**src/rtl/bmat_issue_ctrl.sv**
```systemverilog
// Issue/collect controller around the free-running simplebmat pipeline: tracks real ops with a
// valid/tag shift pipe and buffers each result in an in-order FIFO, gating issue on free credits.
module bmat_issue_ctrl #(
    parameter int LATENCY = 2,
    parameter int DEPTH   = 4,
    parameter int TAGW    = 4
) (
    input  logic            clock,
    input  logic            reset,
    input  logic            in_valid,
    output logic            in_ready,
    input  logic            in_xoren,
    input  logic [63:0]     in_rs1,
    input  logic [63:0]     in_rs2,
    input  logic [TAGW-1:0] in_tag,
    output logic            bmat_xoren,
    output logic [63:0]     bmat_rs1,
    output logic [63:0]     bmat_rs2,
    input  logic [63:0]     bmat_rd,
    output logic            out_valid,
    input  logic            out_ready,
    output logic [63:0]     out_rd,
    output logic [TAGW-1:0] out_tag,
    output logic            busy
);

    localparam int PW = (DEPTH > 1) ? $clog2(DEPTH) : 1;
    localparam int CW = $clog2(DEPTH + LATENCY + 1);
    localparam logic [CW-1:0] DEPTH_C = CW'(DEPTH);

    logic [LATENCY-1:0] vld_reg;
    logic [TAGW-1:0]    tag_reg [LATENCY];
    logic [63:0]        rd_mem  [DEPTH];
    logic [TAGW-1:0]    tag_mem [DEPTH];
    logic [PW-1:0]      wr_ptr_reg;
    logic [PW-1:0]      rd_ptr_reg;
    logic [CW-1:0]      count_reg;
    logic [CW-1:0]      count_next;
    logic [CW-1:0]      inflight;
    logic               fire_in;
    logic               wr_en;
    logic               pop;

    function automatic logic [PW-1:0] ptr_inc(input logic [PW-1:0] p);
        return (p == PW'(DEPTH - 1)) ? '0 : p + PW'(1);
    endfunction

    // simplebmat samples every edge; the issue pipe alone says which samples are real ops
    assign bmat_xoren = in_xoren;
    assign bmat_rs1   = in_rs1;
    assign bmat_rs2   = in_rs2;

    assign fire_in = in_valid && in_ready;
    assign wr_en   = vld_reg[LATENCY-1];
    assign pop     = out_valid && out_ready;

    always_ff @(posedge clock or posedge reset) begin
        if (reset) begin
            vld_reg[0] <= 1'b0;
            tag_reg[0] <= '0;
        end else begin
            vld_reg[0] <= fire_in;
            tag_reg[0] <= in_tag;
        end
    end

    generate
        for (genvar gi = 1; gi < LATENCY; gi++) begin : g_stage
            always_ff @(posedge clock or posedge reset) begin
                if (reset) begin
                    vld_reg[gi] <= 1'b0;
                    tag_reg[gi] <= '0;
                end else begin
                    vld_reg[gi] <= vld_reg[gi-1];
                    tag_reg[gi] <= tag_reg[gi-1];
                end
            end
        end
    endgenerate

    // Credits count both buffered results and ops still in the datapath, so a result always has a slot
    always_comb begin
        inflight = '0;
        for (int i = 0; i < LATENCY; i++) begin
            inflight = inflight + CW'(vld_reg[i]);
        end
    end

    assign in_ready = (count_reg + inflight) < DEPTH_C;

    always_comb begin
        count_next = count_reg;
        case ({wr_en, pop})
            2'b10:   count_next = count_reg + CW'(1);
            2'b01:   count_next = count_reg - CW'(1);
            default: count_next = count_reg;
        endcase
    end

    always_ff @(posedge clock or posedge reset) begin
        if (reset) begin
            wr_ptr_reg <= '0;
            rd_ptr_reg <= '0;
            count_reg  <= '0;
        end else begin
            if (wr_en) wr_ptr_reg <= ptr_inc(wr_ptr_reg);
            if (pop)   rd_ptr_reg <= ptr_inc(rd_ptr_reg);
            count_reg <= count_next;
        end
    end

    always_ff @(posedge clock) begin
        if (wr_en) begin
            rd_mem[wr_ptr_reg]  <= bmat_rd;
            tag_mem[wr_ptr_reg] <= tag_reg[LATENCY-1];
        end
    end

    always_ff @(posedge clock) begin
        if (!reset) begin
            assert (!(wr_en && !pop && count_reg == DEPTH_C));
        end
    end

    // Head is masked while empty so stale storage never shows on the outputs
    assign out_valid = (count_reg != '0);
    assign out_rd    = out_valid ? rd_mem[rd_ptr_reg]  : '0;
    assign out_tag   = out_valid ? tag_mem[rd_ptr_reg] : '0;
    assign busy      = (|vld_reg) || (count_reg != '0);

endmodule

```
**config.mk**
```make
export PLATFORM = sky130hd
export DESIGN_NAME = bmat_issue_ctrl
export DESIGN_NICKNAME = d
export VERILOG_FILES = /design/src/rtl/bmat_issue_ctrl.sv
export SDC_FILE = /design/constraint.sdc
export NUM_CORES = 1
export LEC_CHECK = 0
export BUFFER_PORTS_ARGS = -buffer_cell sky130_fd_sc_hd__buf_2
export CORE_MARGIN = 4
export CORE_UTILIZATION = 30
export CTS_CLUSTER_SIZE = 8
export DETAILED_ROUTE_END_ITERATION = 6
export SETUP_SLACK_MARGIN = 0.3
export SLEW_MARGIN = 20
export SYNTH_ARGS = -nofsm -noshare
export SYNTH_HDL_FRONTEND = slang
export SYNTH_SLANG_ARGS = --single-unit
```
**constraint.sdc**
```tcl
create_clock -name clock -period 4.41 [get_ports clock]
set_clock_uncertainty 0.1 [all_clocks]
set_input_delay 0 -clock clock [delete_from_list [all_inputs] [get_ports clock]]
set_output_delay 0 -clock clock [all_outputs]
set_load 0.03 [all_outputs]
```
# Word level (Yosys, flattened, before mapping)
# Memories as Yosys holds them, arrays and structs flattened.
# Index checks and enable logic that the tools add are counted.
# totals
mem_count	2
mem_bits_rw	272
out_inout_bits	200
reg_bits	17
word_cells	33
input_bits	201
# classes
add_sub_neg	6
order_cmp	1
n_mux	7
n_reduce_logical	6
n_eq_ne	4
# mem_list
memory	depth	width	read_ports	rd_clocked_by_memory_dff	write_ports	line	rtl
rd_mem	4	64	1	0	1	33	logic [63:0] rd_mem [DEPTH];
tag_mem	4	4	1	0	1	34	logic [TAGW-1:0] tag_mem [DEPTH];
# ops
operator	count
$mux 64	1
$eq 2x2->1 const B	3
$pmux 3 s2	1
$add 2x1->2 const B	2
$mux 2	2
$mux 4	1
$add 3x1->3 const B	1
$add 3x2->3	1
$lt 3x3->1 const B	1
$reduce_bool 3->1	1
$sub 3x1->3 const B	1
$add 1x1->2	1
$eq 2x1->1 const B	1
$logic_and 1x1->1	2
$mux 1	2
$reduce_bool 2->1	1
$reduce_or 2->1	1
$logic_or 1x1->1	1

# Longest topological paths before layout
# logic_depth
word_depth	4
ltp_mapped	9
ltp_nobuf	8

# Worst setup path before layout
# Ideal clock, no wire load.
# synth_path
kind	register to register
startpoint	register wr_ptr_reg[0]
endpoint	memory rd_mem[0][0] (enable)
setup_time_ns	0.433
arrival_ns	2.214
required_ns	3.877
path_buffers	0
slack_ns	1.663
period_less_slack_ns	2.747
stages_incl_launch_ff	4
path_cell_list	dfrtp_1 -> inv_1 -> ha_1 -> and2_1
# synth_rtl
element	line	rtl
from (decl)	35	logic [PW-1:0] wr_ptr_reg;
from (signal assigned)	106	if (wr_en) wr_ptr_reg <= ptr_inc(wr_ptr_reg);
to (decl)	33	
# Straight into the memory's write port.

# Final worst setup path
# layout_path
startpoint	register rd_ptr_reg[0]
endpoint	output port out_rd[36]
# layout_between
elab_chain_len	2
# layout_lines
element	line	rtl
from (decl)	36	logic [PW-1:0] rd_ptr_reg;
from (signal assigned)	107	if (pop) rd_ptr_reg <= ptr_inc(rd_ptr_reg);
$mem_v2 4x64	--	
$mux 64	127	assign out_rd = out_valid ? rd_mem[rd_ptr_reg] : '0;
to (decl)	22	output logic [63:0] out_rd,
# Every way passes these cells.

==> out/results.ini <==
[route]
wl_per_cell_um = 22.2
ant_nets = 0
vias_per_cell = 4.36
dr.pass1.iters = 4
drc = 0
dr_total_vias = 6110
drt_iter0_markers = 382
drt-total-wl_mm = 31.1

[critical_path]
path_cells = buf_12 > mux4_2 > and2_1 > buf_2
reg2reg_depth = 9
crit_arrival_ps = 2770
critical_path_buf_inv_count = 2
critPathCaptureType = primary output
crit_family = flip-flops
critPathKind = reg2out
crit_slowest_cell = dfrtp_4
max_stage_delay_ps = 880
critPathMaxFanout = 39
rrSetupSlack_ps = 1750
worstPathRequired_ps = 4310
timing.rr.end = count_reg[2]
worst_setup_path_start_kind = register
r2r-start = count_reg[2]

[clocking]
clockBufferDepth = 3
cts-root-buf = clkbuf_16
cts_tree = done
cts_made_buffers = 42
clkTransAtPathRegs_ps = 50
post_cts.repair.setup_buffers = 0
clock-sinks = 289
ctsHtreeMaxLevel = 2
cts_resized = 0
clk_latency_ps = 510
ctsHoldBuffers = 202

[synth]
synth_fa_ha_area_frac = 0.00898
synthSimpleGateAreaFrac = 0.0426
synth.cell_area_um2 = 12000
synthTopCellsByArea = edfxtp_1, mux4_2, buf_4, and2_1, dfrtp_1
synth_largest_area_cell = edfxtp_1
yosys_warnings = 0
syn_area_per_cell_um2 = 19.3
ys_seq_elements = 289
synth_top_family_by_area = multiplexers
yosys.area_share.xor_xnor = 0.00219
synthCells = 619
synth-compound-area-share = 0.00219
synth_mux_area_frac = 0.131
synth_cell_types = 25
ys_seq_area_frac = 0.718
syn_nets = 828
synth.top_cell.area_share = 0.682

[sta]
setup_violations = 0
rsz0062_at_grt = no
period_needed_ps = 2870
setup_tns_ps = 0
max_slew_margin = 0.354
slew_violations = 0
period_share = 0.650
hold_viol_final = 0
holdWs_ps = 37.2
timing.fmax_mhz = 349
tightest_slew_ps = 969

[floorplan]
dieWidth_um = 208
die-area_um2 = 43200
die_y_um = 208
core_um2 = 39100
pin_count = 401
placementRows = 72
initial_core_util = 0.306

[pwr]
p_clk_frac = 0.272
vdd_drop_max_uv = 430
power_frac_seq = 0.365
power_density_nw_per_um2 = 672
switching_power_mw = 3.68
p_leak_nw = 5.46
power_frac_comb = 0.364
p_sw_frac = 0.353
internal_power_mw = 6.76

[global_routing]
antenna_found_initial = 8
grt_max_degree = 72
overflow = 0
grt_pass1_vias = 6770
grtUsageTotal = 0.139
grt_pass1_wl_mm = 45.7

[placed_design]
dp_hpwl_mm = 20.0
gp_congestion = 0.707
portBuffers = 142

[finish]
nets = 1069
num-fill-cells = 3576
drive_above_1_share = 0.311
largest_register_ffs = 256
syn2layout_area_growth_pct = 29.7

[hold_path]
min_to = tag_reg[5]
min_from = in_tag[1]
hp-class = in2reg
min_path_cells = 2

[job]
drv_cap = 0

[run_status]
status = finished clean

cell type report:
| class | instances | area, µm² | area share |
|---|---|---|---|
| Antenna cell | 7 | 17.5 | 0.00113 |
| Clock buffer | 58 | 1130 | 0.0729 |
| Clock inverter | 3 | 41.3 | 0.00266 |
| Inverter | 7 | 26.3 | 0.00169 |
| Multi-Input combinational cell | 169 | 2250 | 0.145 |
| Sequential cell | 289 | 8600 | 0.554 |
| Tap cell | 518 | 648 | 0.0417 |
| Timing Repair Buffer | 351 | 2810 | 0.181 |
power groups by stage:
stage          registers [mW]  clock network (mW)  logic [mW]
2_1_floorplan            3.66                   0        2.92
3_3_place_gp             3.93                   0        3.51
3_5_place_dp             3.95                   0        3.52
4_1_cts                  3.90                2.91        3.83
5_1_grt                  3.87                3.04        4.06
6_report                 3.81                2.84        3.80
through the flow:
stage	std cells	instance area (µm²)	worst slack (ps)	util	power [mW]
after detailed placement	1131	12300	1670	0.315	7.47
after CTS	1394	15500	1420	0.396	10.6
after global placement	1131	12300	1770	0.315	7.44
final	1402	15500	1540	0.397	10.4
after global routing	1401	15500	1330	0.397	11.0
after floorplan	619	12000	1660	-	6.58
logic make-up (layout without fill, tap and decap cells):
| logic type | after synthesis | after routing |
|---|---|---|
| buffers and inverters | 161 | 419 |
| AND/OR/NAND/NOR | 83 | 83 |
| flip-flops | 289 | 289 |
| adder cells (fa/ha/maj) | 8 | 8 |
| other | 0 | 7 |
| AO/OA/AOI/OAI | 4 | 4 |
| multiplexers | 71 | 71 |
| XOR/XNOR | 3 | 3 |
cell usage after synthesis:
cell and number:
buf_4 133, clkbuf_2 1, mux2i_1 1, a21o_1 1
nor2_1 2, xnor2_1 1, edfxtp_1 272, fa_1 1
inv_1 7, mux4_2 68, nand3_1 1, dfrtp_1 17
xor2_1 2, a32oi_1 1, and2_4 1, o21ai_0 2
or3_1 3, and2_1 73, clkbuf_1 11, mux2_4 2
buf_2 5, nand2_1 2, buf_6 4, nor2b_1 1
ha_1 7
worst max path at each step:
| stage | from | slack, ps | end | cells after the start |
|---|---|---|---|---|
| floorplan | wr_ptr_reg[0] | 1660 | rd_mem[0][0] | 3 |
| CTS | rd_ptr_reg[0] | 1420 | out_rd[36] | 4 |
| global placement | count_reg[0] | 1770 | count_reg[2] | 9 |
| finish | rd_ptr_reg[0] | 1540 | out_rd[36] | 4 |
| detailed placement | count_reg[0] | 1670 | count_reg[2] | 9 |
| global route | rd_ptr_reg[0] | 1330 | out_rd[36] | 4 |
layout by cell type, fill, tap and decap left out, drive strengths merged, types with 3 or more instances in the layout:
master and instances:
edfxtp 272, dfrtp 17, dlygate4sd3 202, inv 7, or3 3, and2 74
clkinv 3, clkbuf 58, mux4 68, diode 7, buf 149, ha 7
routing by layer:
layer | share of wire | GRT usage | vias to the layer above
met1 | 0.37 | 0.156 | 3053
met2 | 0.54 | 0.251 | 292
met4 | 0.030 | 0.0485 | 2
li1 | - | - | 2713
met5 | 0.00042 | 0 | -
met3 | 0.067 | 0.0411 | 50
Note: power is estimated with default switching activity, not from simulation.
